**config.mk**
```make
export PLATFORM = sky130hd
export DESIGN_NAME = video_shifter
export DESIGN_NICKNAME = d
export VERILOG_FILES = /design/src/rtl/video_pkg.sv /design/src/rtl/pixel_fifo.sv /design/src/rtl/video_shifter.sv
export SDC_FILE = /design/constraint.sdc
export NUM_CORES = 1
export LEC_CHECK = 0
export ABC_AREA = 1
export CORE_ASPECT_RATIO = 0.7
export CORE_MARGIN = 4
export CORE_UTILIZATION = 48
export CTS_CLUSTER_DIAMETER = 30
export DETAILED_ROUTE_END_ITERATION = 10
export PLACE_DENSITY_LB_ADDON = 0.2
export SYNTH_ARGS = -nofsm -noshare
export SYNTH_HDL_FRONTEND = slang
export SYNTH_SLANG_ARGS = --single-unit
```
**constraint.sdc**
```tcl
create_clock -name clk -period 2.1 [get_ports clk]
set_clock_uncertainty 0.2 [all_clocks]
set_input_delay 0.42 -clock clk [delete_from_list [all_inputs] [get_ports clk]]
set_output_delay 0.42 -clock clk [all_outputs]
set_load 0.05 [all_outputs]
```
**src/rtl/video_pkg.sv**
```systemverilog
// -----------------------------------------------------------------------------
// video_pkg
//
// Purpose: definitions shared by the video pixel serialiser.
//   - state_e            : shifter FSM states (IDLE, SHIFT)
//   - pixels_per_word()  : number of pixels carried by one display word
//   - is_pow2()          : power-of-two test used by the parameter checks
//   - params_legal()     : combined legality check for the shifter parameters
// -----------------------------------------------------------------------------
package video_pkg;

  typedef enum logic {
    IDLE  = 1'b0,
    SHIFT = 1'b1
  } state_e;

  function automatic int pixels_per_word(input int data_width, input int bpp);
    return data_width / bpp;
  endfunction

  function automatic bit is_pow2(input int value);
    return (value > 0) && ((value & (value - 1)) == 0);
  endfunction

  // BPP must split the word evenly, the FIFO must be a power of two of at
  // least two entries, and the read latency is limited to 0..2 cycles.
  function automatic bit params_legal(input int data_width, input int bpp,
                                      input int fifo_depth, input int read_latency);
    return (bpp > 0) && (data_width >= bpp) && ((data_width % bpp) == 0) &&
           is_pow2(fifo_depth) && (fifo_depth >= 2) &&
           (read_latency >= 0) && (read_latency <= 2);
  endfunction

endpackage

```
**src/rtl/pixel_fifo.sv**
```systemverilog
// -----------------------------------------------------------------------------
// pixel_fifo
//
// Purpose: small synchronous word FIFO feeding the pixel shifter.
//   A pop and a push in the same cycle are both honoured even when the FIFO
//   is full (the popped slot is reused). flush empties the FIFO and wins over
//   any same-cycle push or pop.
//
// Ports:
//   clk      in   system clock
//   reset    in   asynchronous active-high reset (FIFO empty)
//   push     in   write wr_data this cycle
//   pop      in   discard the head word this cycle
//   flush    in   empty the FIFO
//   wr_data  in   WIDTH  word to write
//   rd_data  out  WIDTH  head word (valid when empty=0)
//   empty    out  no words stored
//   full     out  DEPTH words stored
// -----------------------------------------------------------------------------
module pixel_fifo #(
  parameter int WIDTH = 8,
  parameter int DEPTH = 2
) (
  input  logic             clk,
  input  logic             reset,
  input  logic             push,
  input  logic             pop,
  input  logic             flush,
  input  logic [WIDTH-1:0] wr_data,
  output logic [WIDTH-1:0] rd_data,
  output logic             empty,
  output logic             full
);

  localparam int AW = $clog2(DEPTH);

  logic [WIDTH-1:0] mem [DEPTH];

  // Pointers carry one extra wrap bit so full and empty can be told apart.
  logic [AW:0] wr_ptr_q, wr_ptr_d;
  logic [AW:0] rd_ptr_q, rd_ptr_d;
  logic        do_push;
  logic        do_pop;

  assign empty = (wr_ptr_q == rd_ptr_q);
  assign full  = (wr_ptr_q[AW] != rd_ptr_q[AW]) &&
                 (wr_ptr_q[AW-1:0] == rd_ptr_q[AW-1:0]);

  assign do_pop  = pop && !empty && !flush;
  assign do_push = push && !flush && (!full || do_pop);

  assign rd_data = mem[rd_ptr_q[AW-1:0]];

  always_comb begin
    wr_ptr_d = wr_ptr_q;
    rd_ptr_d = rd_ptr_q;
    if (flush) begin
      wr_ptr_d = '0;
      rd_ptr_d = '0;
    end else begin
      if (do_push) wr_ptr_d = wr_ptr_q + (AW+1)'(1);
      if (do_pop)  rd_ptr_d = rd_ptr_q + (AW+1)'(1);
    end
  end

  always_ff @(posedge clk or posedge reset) begin
    if (reset) begin
      wr_ptr_q <= '0;
      rd_ptr_q <= '0;
    end else begin
      wr_ptr_q <= wr_ptr_d;
      rd_ptr_q <= rd_ptr_d;
    end
  end

  // Storage carries no reset; only the pointers define what is valid.
  always_ff @(posedge clk) begin
    if (do_push) mem[wr_ptr_q[AW-1:0]] <= wr_data;
  end

endmodule

```
**src/rtl/video_shifter.sv**
```systemverilog
// -----------------------------------------------------------------------------
// video_shifter
//
// Purpose: serialises display words snooped from memory-bus reads into
//   BPP-bit pixels, MSB first, each held divider+1 clocks. Words are queued
//   in a pixel_fifo; consecutive words are shifted out without a gap while
//   the FIFO has data. A rising edge of blank flushes everything; while
//   blank is high words are still captured for the next line.
//
// Optional feature: define VIDEO_SHIFTER_STATUS_EN to build the sticky
//   underrun/overflow flags and make clearStatus functional. Without it both
//   flags are tied low and clearStatus is ignored.
//
// Ports:
//   clk          in   system clock
//   reset        in   asynchronous active-high reset
//   loadStrobe   in   one-cycle pulse marking a display-memory read
//   dataIn       in   DATA_WIDTH  read data, valid READ_LATENCY after loadStrobe
//   divider      in   DIV_BITS    pixel period = divider+1 clocks
//   blank        in   high during blanking/sync
//   clearStatus  in   clears the sticky flags (wins over a same-cycle set)
//   pixelOut     out  BPP         current pixel, IDLE_PIXEL when not valid
//   pixelValid   out  pixelOut carries display data
//   fifoFull     out  FIFO holds FIFO_DEPTH words
//   underrun     out  sticky: shifter ran dry mid-line
//   overflow     out  sticky: word dropped on full FIFO
// -----------------------------------------------------------------------------
module video_shifter
  import video_pkg::*;
#(
  parameter int             DATA_WIDTH   = 8,
  parameter int             BPP          = 1,
  parameter int             DIV_BITS     = 4,
  parameter int             FIFO_DEPTH   = 2,
  parameter int             READ_LATENCY = 1,
  parameter logic [BPP-1:0] IDLE_PIXEL   = '1
) (
  input  logic                  clk,
  input  logic                  reset,
  input  logic                  loadStrobe,
  input  logic [DATA_WIDTH-1:0] dataIn,
  input  logic [DIV_BITS-1:0]   divider,
  input  logic                  blank,
  input  logic                  clearStatus,
  output logic [BPP-1:0]        pixelOut,
  output logic                  pixelValid,
  output logic                  fifoFull,
  output logic                  underrun,
  output logic                  overflow
);

  localparam int PPW = pixels_per_word(DATA_WIDTH, BPP);
  localparam int CW  = $clog2(PPW + 1);

  if (!params_legal(DATA_WIDTH, BPP, FIFO_DEPTH, READ_LATENCY)) begin : g_param_check
    $error("video_shifter: illegal DATA_WIDTH/BPP/FIFO_DEPTH/READ_LATENCY combination");
  end

  // ---------------------------------------------------------------------------
  // Capture: align the strobe with the memory read data.
  // ---------------------------------------------------------------------------
  logic push;

  if (READ_LATENCY == 0) begin : g_no_delay
    assign push = loadStrobe;
  end else begin : g_delay
    logic [READ_LATENCY-1:0] strobe_q, strobe_d;

    always_comb begin
      strobe_d = (strobe_q << 1) | READ_LATENCY'(loadStrobe);
    end

    always_ff @(posedge clk or posedge reset) begin
      if (reset) strobe_q <= '0;
      else       strobe_q <= strobe_d;
    end

    assign push = strobe_q[READ_LATENCY-1];
  end

  // ---------------------------------------------------------------------------
  // Blank edge detect. Reset value 1 so a line that starts in blank does not
  // look like a fresh rising edge.
  // ---------------------------------------------------------------------------
  logic blank_q, blank_d;
  logic blank_rise;

  assign blank_d    = blank;
  assign blank_rise = blank && !blank_q;

  // ---------------------------------------------------------------------------
  // Word FIFO
  // ---------------------------------------------------------------------------
  logic                  fifo_pop;
  logic                  fifo_empty;
  logic                  fifo_full;
  logic [DATA_WIDTH-1:0] fifo_rd_data;

  pixel_fifo #(
    .WIDTH (DATA_WIDTH),
    .DEPTH (FIFO_DEPTH)
  ) u_fifo (
    .clk     (clk),
    .reset   (reset),
    .push    (push),
    .pop     (fifo_pop),
    .flush   (blank_rise),
    .wr_data (dataIn),
    .rd_data (fifo_rd_data),
    .empty   (fifo_empty),
    .full    (fifo_full)
  );

  // ---------------------------------------------------------------------------
  // Shifter FSM: state register
  // ---------------------------------------------------------------------------
  state_e                state_q, state_d;
  logic [DATA_WIDTH-1:0] shift_q, shift_d;
  logic [CW-1:0]         count_q, count_d;
  logic [DIV_BITS-1:0]   phase_q, phase_d;
  logic [DIV_BITS-1:0]   div_q, div_d;
  logic                  underrun_set;
  logic                  overflow_set;

  always_ff @(posedge clk or posedge reset) begin
    if (reset) begin
      state_q <= IDLE;
      shift_q <= '0;
      count_q <= '0;
      phase_q <= '0;
      div_q   <= '0;
      blank_q <= 1'b1;
    end else begin
      state_q <= state_d;
      shift_q <= shift_d;
      count_q <= count_d;
      phase_q <= phase_d;
      div_q   <= div_d;
      blank_q <= blank_d;
    end
  end

  // ---------------------------------------------------------------------------
  // Shifter FSM: next state and datapath
  // ---------------------------------------------------------------------------
  always_comb begin
    state_d      = state_q;
    shift_d      = shift_q;
    count_d      = count_q;
    phase_d      = phase_q;
    div_d        = div_q;
    fifo_pop     = 1'b0;
    underrun_set = 1'b0;

    if (blank_rise) begin
      // Flush wins over everything, including an end-of-word tick.
      state_d = IDLE;
      shift_d = '0;
      count_d = '0;
      phase_d = '0;
    end else begin
      case (state_q)
        IDLE: begin
          if (!blank && !fifo_empty) begin
            fifo_pop = 1'b1;
            shift_d  = fifo_rd_data;
            count_d  = CW'(PPW);
            phase_d  = '0;
            div_d    = divider;
            state_d  = SHIFT;
          end
        end

        SHIFT: begin
          if (phase_q == div_q) begin
            // Tick: the divider is resampled so a new rate starts cleanly
            // on the next pixel.
            phase_d = '0;
            div_d   = divider;
            if (count_q > CW'(1)) begin
              shift_d = shift_q << BPP;
              count_d = count_q - CW'(1);
            end else if (!fifo_empty) begin
              fifo_pop = 1'b1;
              shift_d  = fifo_rd_data;
              count_d  = CW'(PPW);
            end else begin
              state_d      = IDLE;
              count_d      = '0;
              underrun_set = 1'b1;
            end
          end else begin
            phase_d = phase_q + DIV_BITS'(1);
          end
        end

        default: state_d = IDLE;
      endcase
    end
  end

  // A push onto a full FIFO is lost unless the shifter frees a slot in the
  // same cycle; a push coincident with a flush is discarded without a flag.
  assign overflow_set = push && fifo_full && !fifo_pop && !blank_rise;

  // ---------------------------------------------------------------------------
  // Shifter FSM: outputs
  // ---------------------------------------------------------------------------
  always_comb begin
    pixelValid = (state_q == SHIFT);
    pixelOut   = IDLE_PIXEL;
    if (state_q == SHIFT) pixelOut = shift_q[DATA_WIDTH-1 -: BPP];
  end

  assign fifoFull = fifo_full;

  // ---------------------------------------------------------------------------
  // Sticky status flags
  // ---------------------------------------------------------------------------
`ifdef VIDEO_SHIFTER_STATUS_EN
  logic underrun_q, underrun_d;
  logic overflow_q, overflow_d;

  always_comb begin
    underrun_d = clearStatus ? 1'b0 : (underrun_q | underrun_set);
    overflow_d = clearStatus ? 1'b0 : (overflow_q | overflow_set);
  end

  always_ff @(posedge clk or posedge reset) begin
    if (reset) begin
      underrun_q <= 1'b0;
      overflow_q <= 1'b0;
    end else begin
      underrun_q <= underrun_d;
      overflow_q <= overflow_d;
    end
  end

  assign underrun = underrun_q;
  assign overflow = overflow_q;
`else
  logic unused_status;
  assign unused_status = ^{clearStatus, underrun_set, overflow_set};

  assign underrun = 1'b0;
  assign overflow = 1'b0;
`endif

endmodule
```
### After elaboration in Yosys (flattened, before gate mapping)

Memory sizes are Yosys's and may differ from the RTL's.
Cells that the tools add are included.

| word-level totals | value |
|---|---|
| bits in registers | 27 |
| memory bits (writable) | 16 |
| input port bits | 17 |
| output and inout bits | 5 |
| logic and storage cells | 80 |
| memories kept | 1 |

Memories:

| name | depth | bits a word | read ports | clocked after Yosys merged registers in | write ports | RTL line | source |
|---|---|---|---|---|---|---|---|
| u_fifo.mem | 2 | 8 | 1 | 0 | 1 | pixel_fifo.sv:37 | `logic [WIDTH-1:0] mem [DEPTH];` |

| operators by class | value |
|---|---|
| add/subtract/negate cells | 4 |
| magnitude comparators | 1 |
| equal/unequal tests | 9 |
| multiplexer cells | 36 |
| bitwise gates (word level) | 2 |
| reductions and logical operators | 18 |

Operators by type and width:

| operator | number |
|---|---|
| $mux 4 | 10 |
| $mux 8 | 5 |
| $pmux 4 s2 | 3 |
| $pmux 8 s2 | 1 |
| $mux 1 | 11 |
| $mux 2 | 4 |
| $logic_and 1x1->1 | 7 |
| $reduce_and 3->1 | 2 |
| $logic_not 1->1 | 5 |
| $add 2x1->2 const B | 2 |
| $add 4x1->4 const B | 1 |
| $eq 4x4->1 | 1 |
| $gt 4x1->1 const B | 1 |
| $ne 4x2->1 const B | 1 |
| $pmux 1 s2 | 2 |
| $reduce_bool 2->1 | 2 |
| $sub 4x1->4 const B | 1 |
| $ne 3x1->1 const B | 1 |
| $ne 3x2->1 const B | 1 |
| $eq 2x2->1 | 1 |
| $ne 2x1->1 const B | 1 |
| $ne 2x2->1 const B | 1 |
| $not 1->1 | 2 |
| $reduce_and 2->1 | 1 |
| 3 further kinds | 3 |

### Depth between registers and ports, before layout

Gate-level depths: netlist of the first run.

| logic depth | value |
|---|---|
| depth after elaboration | 12 |
| depth in mapped cells | 13 |
| mapped depth without buffers | 11 |

### Cells and area by module

A second synthesis of the first run with hierarchy kept.

| second synthesis, totals | value |
|---|---|
| cells, all modules | 273 |
| area total of the unflattened synthesis | 2388.5 um^2 |

By module, submodules not included:

| module | instances | cells an instance | area an instance (um^2) | sequential area each (um^2) |
|---|---|---|---|---|
| video_shifter | 1 | 192 | 1516.5 | 576.8 |
| pixel_fifo | 1 | 81 | 872.1 | 580.6 |

### Worst setup path after synthesis of the first run

No wires, ideal clock.

| path | value |
|---|---|
| path type | register to register |
| start | register u_fifo.rd_ptr_q[0] |
| end | memory u_fifo.mem[1][0], enable pin |
| library setup time | 273 ps |
| arrival time | 1854 ps |
| data required time | 1627 ps |
| setup slack | -227 ps |
| stages on the path, launching flop included | 8 |
| path through | dfrtp_1 buf_6 inv_4 nand2_2 a21oi_1 nand2_1 nand2_1 nor2_1 |

| on the way | value |
|---|---|
| elaborated cells on any way between the ends | 18 |

RTL lines:

| item | RTL line | source |
|---|---|---|
| from (decl) | pixel_fifo.sv:41 | `logic [AW:0] rd_ptr_q, rd_ptr_d;` |
| from (signal assigned) | pixel_fifo.sv:72 | `rd_ptr_q <= rd_ptr_d;` |
| $eq 1x1->1 | pixel_fifo.sv:47 | `(wr_ptr_q[AW-1:0] == rd_ptr_q[AW-1:0]);` |
| $logic_and 1x1->1 | pixel_fifo.sv:46 | `assign full = (wr_ptr_q[AW] != rd_ptr_q[AW]) &&` |
| net fifoFull | video_shifter.sv:47 | `output logic fifoFull,` |
| $logic_not 1->1 | pixel_fifo.sv:50 | `assign do_push = push && !flush && (!full \|\| do_pop);` |
| $logic_or 1x1->1 | pixel_fifo.sv:50 |  |
| $logic_and 1x1->1 | pixel_fifo.sv:50 |  |
| $mux 1 | pixel_fifo.sv:78 | `if (do_push) mem[wr_ptr_q[AW-1:0]] <= wr_data;` |
| $mux 1 (not written as such) | pixel_fifo.sv:78 |  |
| to (decl) | pixel_fifo.sv:37 |  |

The timed path passes the listed nets, and every way through them passes these cells.

### Worst setup path after layout of the first run

| path | value |
|---|---|
| start | register u_fifo.rd_ptr_q[0] |
| end | output fifoFull |

| on the way | value |
|---|---|
| word-level cells in the longest chain between the ends | 2 |

RTL lines:

| item | RTL line |
|---|---|
| $eq 1x1->1 | pixel_fifo.sv:47 |
| $logic_and 1x1->1 | pixel_fifo.sv:46 |
| to (decl) | video_shifter.sv:47 |

Every way passes these cells.

==> results of run 1 <==
-- state kept, by name (all words and copies together), names as in the netlist, 2 cells and up --
signal           cells
div_q                4
u_fifo.mem          16
u_fifo.wr_ptr_q      2
u_fifo.rd_ptr_q      2
shift_q              8
count_q              4
phase_q              4
-- layout by cell type (no fill, tap or decap), drive strengths merged --
cell	netlist	layout
a21boi	1	1
a21oi	15	15
buf	5	40
bufinv	0	2
clkbuf	0	5
clkdlybuf4s50	0	15
clkinvlp	0	1
conb	1	2
dfrtp	26	26
dfstp	1	1
edfxtp	16	16
ha	3	3
inv	30	30
mux2i	7	7
nand2	45	45
nand3	13	13
nand4	2	2
nor2	25	25
nor3	1	1
o21a	1	1
o21ai	10	10
o21bai	1	1
o22ai	8	8
o31ai	1	1
or2	2	2
xor2	2	2
-- cell type report --
type / count / area [sq um] / share of cell area
multi-input combinational: 139 / 846 / 0.302
timing repair buffer: 55 / 475 / 0.170
clock inverter: 3 / 67.6 / 0.0241
inverter: 30 / 118 / 0.0420
clock buffer: 5 / 68.8 / 0.0246
sequential: 43 / 1160 / 0.414
tap: 52 / 65.1 / 0.0232
-- layer usage --
metal,GRT usage,share of wire
met5,0,0
met4,0.0402,0.011
met3,0.0456,0.044
met2,0.232,0.43
met1,0.234,0.51
-- final timing paths --
check | end | slack, ps | start | cells after the start
max | fifoFull | 90 | u_fifo.rd_ptr_q[0] | 5
min | div_q[1] | 260 | reset | 3
max reg2reg | u_fifo.mem[1][4] | 130 | count_q[0] | 10
min reg2reg | shift_q[7] | 280 | shift_q[7] | 2
max in group asynchronous | blank_q | 1220 | reset | 3
min in group clk | shift_q[7] | 280 | shift_q[7] | 2
-- worst min-delay path: cells and delay by family --
family	cells	cell delay [ps]
buf+inv	3	680
-- stage by stage --
stage	total power, mW	TNS [ps]	cells	utilization	cell area (sq um)
after floorplan	2.65	0	217	-	2110
after global placement	3.39	-5880	317	0.637	2590
after detailed placement	3.44	-7420	317	0.637	2590
after CTS	4.23	0	325	0.674	2740
after global routing	4.64	-10.8	327	0.689	2800
final	4.31	0	327	0.689	2800
-- Yosys cell counts, drive strengths merged --
library cell / number / area share
conb: 1 / 0.0018
dfstp: 1 / 0.012
mux2i: 7 / 0.033
a21oi: 15 / 0.046
a21boi: 1 / 0.0036
o21ai: 10 / 0.024
xor2: 2 / 0.0083
inv: 30 / 0.056
o22ai: 8 / 0.024
ha: 3 / 0.018
or2: 2 / 0.0060
o31ai: 1 / 0.0036
dfrtp: 26 / 0.31
nor2: 25 / 0.047
nand4: 2 / 0.0059
buf: 5 / 0.023
o21bai: 1 / 0.0036
o21a: 1 / 0.0036
nor3: 1 / 0.0024
edfxtp: 16 / 0.23
nand3: 13 / 0.039
nand2: 45 / 0.10
-- kinds of logic (layout without fill, tap and decap cells) --
logic type | count (synthesis) | after routing | synth area share
fa+ha+maj | 3 | 3 | 0.0178
buf+inv | 35 | 93 | 0.0791
simple gates | 88 | 88 | 0.201
xor+xnor | 2 | 2 | 0.00833
compound gates | 37 | 37 | 0.108
other cells | 1 | 2 | 0.00178
mux | 7 | 7 | 0.0333
flops | 43 | 43 | 0.550
-- report_power, final --
part           total, mW  internal [mW]  switching, mW  leakage (nW)
Sequential          1.30           1.16          0.140         0.476
Combinational       2.26          0.999           1.26         0.742
Clock              0.751          0.474          0.277        0.0644
Total               4.31           2.63           1.68          1.28
-- timing repair --
item                       4_1_cts  5_1_grt
resized for setup                6       12
hold buffers                     0        0
setup buffers                    0        2
pin swaps                        1        2
setup endpoints to repair       17       28
==> results.yml, run 1 <==
worst_hold_path:
  hp-class: "primary input to async pin"
sta:
  setup_viol: 0
  finalMaxSlewViolations: 0
  hold_viol_final: 0
  worst_slack_ps: 92.4
  fmax_ghz: 0.498
  min_period_ps: 2010
  hold_slack_ps: 256
  fin_crit_sh: 0.956
layout:
  syn2layout_area_growth_pct: 33.1
  diodes: 0
  drive_above_1_share: 0.320
  fillers: 301
  fin_nets: 294
clocking:
  clk_path_buf_depth: 2
  cts_tree: "built"
  cts_buffers: 5
  htreeDepth: 2
  clk_pin_slew_ps: 80
  clkSinkCount: 43
  insertion_delay_ps: 300
  cts_root_buf: "clkbuf_8"
grt:
  first_global_vias: 1518
  grt_pass1_wl_microns: 6830
  grt-ovfl-total: 0
  grt_antenna_before_repair: 0
  grt_max_degree: 28
  track_usage: 0.160
drt:
  viasPerCell: 4.91
  drt.antenna.violating_nets: 0
  drc: 0
  totalWireLength_microns: 4080
  routedWlPerCell_microns: 12.5
  vias: 1605
  drt_iter0_drc: 82
  dr.pass1.iters: 4
power_and_ir_drop:
  p_per_area_mw_per_mm2: 1540
  p_leak_nw: 1.28
  vdd_drop_max_mv: 0.807
logic_synthesis:
  ys_seq_area_frac: 0.550
  ys_ff_latch: 43
  yosysUniqueCellTypes: 32
  syn_area_sq_mm: 0.00210
  synth_cells: 216
  yosys_warnings: 0
  synth.avg_cell_area_sq_um: 9.74
job:
  maxCapViolations: 0
die:
  die_x_microns: 87.1
  coreArea_sq_mm: 0.00407
  ioPinCount: 22
  dieArea_sq_mm: 0.00552
  start_util: 0.517
  num_rows: 19
  die_y_microns: 63.4
setup_path:
  crit_fanout: 4
  cp.arrival_ps: 1390
  crit_family: "flip-flops"
  critPathCaptureType: "output pin"
  critPathBufInv: 3
  crit_path_max_incr_delay_ps: 450
  cp_cell_sequence: "inv_4 > nand2_2 > buf_4 > a21oi_2 > buf_12"
  crit_slowest_cell: "dfrtp_1"
  crit_required_ps: 1480
  worstSetupStartpointType: "register"
  critPathKind: "register to output pin"
placement:
  pre_cts_slack_ps: -385
  dp_hpwl_microns: 3040
  gp_congestion: 0.811
  port_buffers: 18
status:
  status: "completed"
No activity file was read; power rests on OpenSTA's default activity.
==> run 2: changes to the inputs <==
CORE_UTILIZATION = 50   (was 48)
==> results.yml, run 2 (same netlist as run 1, synthesis figures left out) <==
drt:
  dr.pass1.iters: 4
  vias: 1628
  drt_iter0_drc: 132
  totalWireLength_microns: 4220
  viasPerCell: 4.93
  drt.antenna.violating_nets: 0
  routedWlPerCell_microns: 12.8
  drc: 0
die:
  ioPinCount: 22
  die_x_microns: 85.5
  coreArea_sq_mm: 0.00399
  dieArea_sq_mm: 0.00532
  num_rows: 19
  start_util: 0.527
  die_y_microns: 62.3
grt:
  grt-ovfl-total: 0
  gr-usage-met1: 0.244
  grt.busiest_layer: "met2"
  track_usage: 0.173
  use_met2: 0.252
  grt_antenna_before_repair: 0
  grt_max_degree: 28
  grtUsageMet3: 0.0608
  grt_pass1_wl_microns: 7130
  first_global_vias: 1570
layout:
  diodes: 0
  final_cell_mix: "buf_4, nand2_1, dfrtp_1, inv_1, nor2_1"
  fin_cells: 330
  largest_reg_flops: 16
  drive_above_1_share: 0.320
  final_area_sq_mm: 0.00280
  syn2layout_area_growth_pct: 33.3
  fin_nets: 297
  final_common_cell: "buf_4"
clocking:
  cts_root_buf: "clkbuf_8"
  insertion_delay_ps: 300
  clk_path_buf_depth: 2
  clkSinkCount: 43
  cts_tree: "built"
  cts_buffers: 5
  hold_buffers: 0
  htreeDepth: 2
  clk_pin_slew_ps: 80
setup_path:
  crit_required_ps: 1480
  cp_cell_sequence: "inv_1 > buf_4 > or2_2 > buf_6"
  critPathBufInv: 3
  cp.arrival_ps: 1390
  worstSetupStartpointType: "register"
  critPathKind: "register to output pin"
  crit_family: "flip-flops"
  critPathCaptureType: "output pin"
  crit_fanout: 5
  crit_path_max_incr_delay_ps: 430
  crit_slowest_cell: "dfrtp_2"
sta:
  hold_viol_final: 0
  finalMaxSlewViolations: 0
  fmax_ghz: 0.497
  hold_slack_ps: 273
  fin_crit_sh: 0.959
  setup_viol: 0
  rsz0062_at_grt: "true"
  min_period_ps: 2010
worst_hold_path:
  hp-class: "primary input to async pin"
placement:
  dp.cells: 319
  place_area_sq_mm: 0.00259
  gp_congestion: 0.816
  dp_hpwl_microns: 3050
  port_buffers: 18
power_and_ir_drop:
  switchingPower_mw: 1.69
  combPwrFrac: 0.525
  p_leak_nw: 1.29
  cellInternalPower_mw: 2.66
  p_per_area_mw_per_mm2: 1550
  pwr-share-seq: 0.300
  clockPowerShare: 0.175
  vdd_drop_max_mv: 0.923
  switching_share: 0.389
status:
  status: "completed"
job:
  maxCapViolations: 0
-- run 2: what timing repair did --
action	in CTS	in global routing
endpoints found under the setup margin	11	26
buffers inserted	0	3
resized for setup	4	13
pin swaps	0	3
-- run 2: path summary, 6_finish.rpt --
check / from / to / slack [ps] / cells after the start
setup / recovery: pixelValid / pixelOut / 90 / 4
hold / removal: reset / div_q[1] / 270 / 3
setup reg to reg: count_q[1] / u_fifo.mem[1][0] / 110 / 10
hold reg to reg: shift_q[7] / shift_q[7] / 290 / 2
max in group asynchronous: reset / blank_q / 1120 / 3
min in group clk: shift_q[7] / shift_q[7] / 290 / 2
-- run 2: metal layers --
| metal | wire (microns) | vias up |
|---|---|---|
| li1 | - | 831 |
| met1 | 2030 | 741 |
| met2 | 1840 | 47 |
| met3 | 276 | 9 |
| met4 | 67 | 0 |
| met5 | 0 | - |
-- run 2: worst register-to-register path: stages (launching register included) --
cell and delay, ps:
dfrtp_1 390, inv_2 120, ha_4 150, nor2_1 40
nor2_1 130, o21ai_1 80, inv_1 70, nand3_2 80
nand2_2 100, nand2_4 60, nor2_4 250
-- run 2: power groups by stage --
stage	Combinational, mW	Sequential, mW	Clock [mW]
floorplan	1.33	1.32	0
global placement	2.11	1.31	0
detailed placement	2.14	1.31	0
CTS	2.18	1.30	0.775
global route	2.53	1.34	0.811
finish	2.28	1.30	0.761
-- run 2: final cells by class --
cell class	count	area (sq um)
Fill cell	301	1190
Sequential cell	43	1160
Multi-Input combinational cell	139	836
Timing Repair Buffer	58	489
Inverter	30	118
Clock buffer	5	68.8
Clock inverter	3	67.6
Tap cell	52	65.1
-- run 2: metrics by stage --
| stage | setup slack, ps | util | TNS, ps | total power [mW] |
|---|---|---|---|---|
| 6_report | 86.9 | 0.702 | 0 | 4.35 |
| 5_1_grt | -20.2 | 0.702 | -86.9 | 4.68 |
| 4_1_cts | 39.6 | 0.685 | 0 | 4.26 |
| 3_5_place_dp | -369 | 0.649 | -7300 | 3.46 |
| 3_3_place_gp | -299 | 0.649 | -5780 | 3.41 |
| 2_1_floorplan | 35.7 | - | 0 | 2.65 |
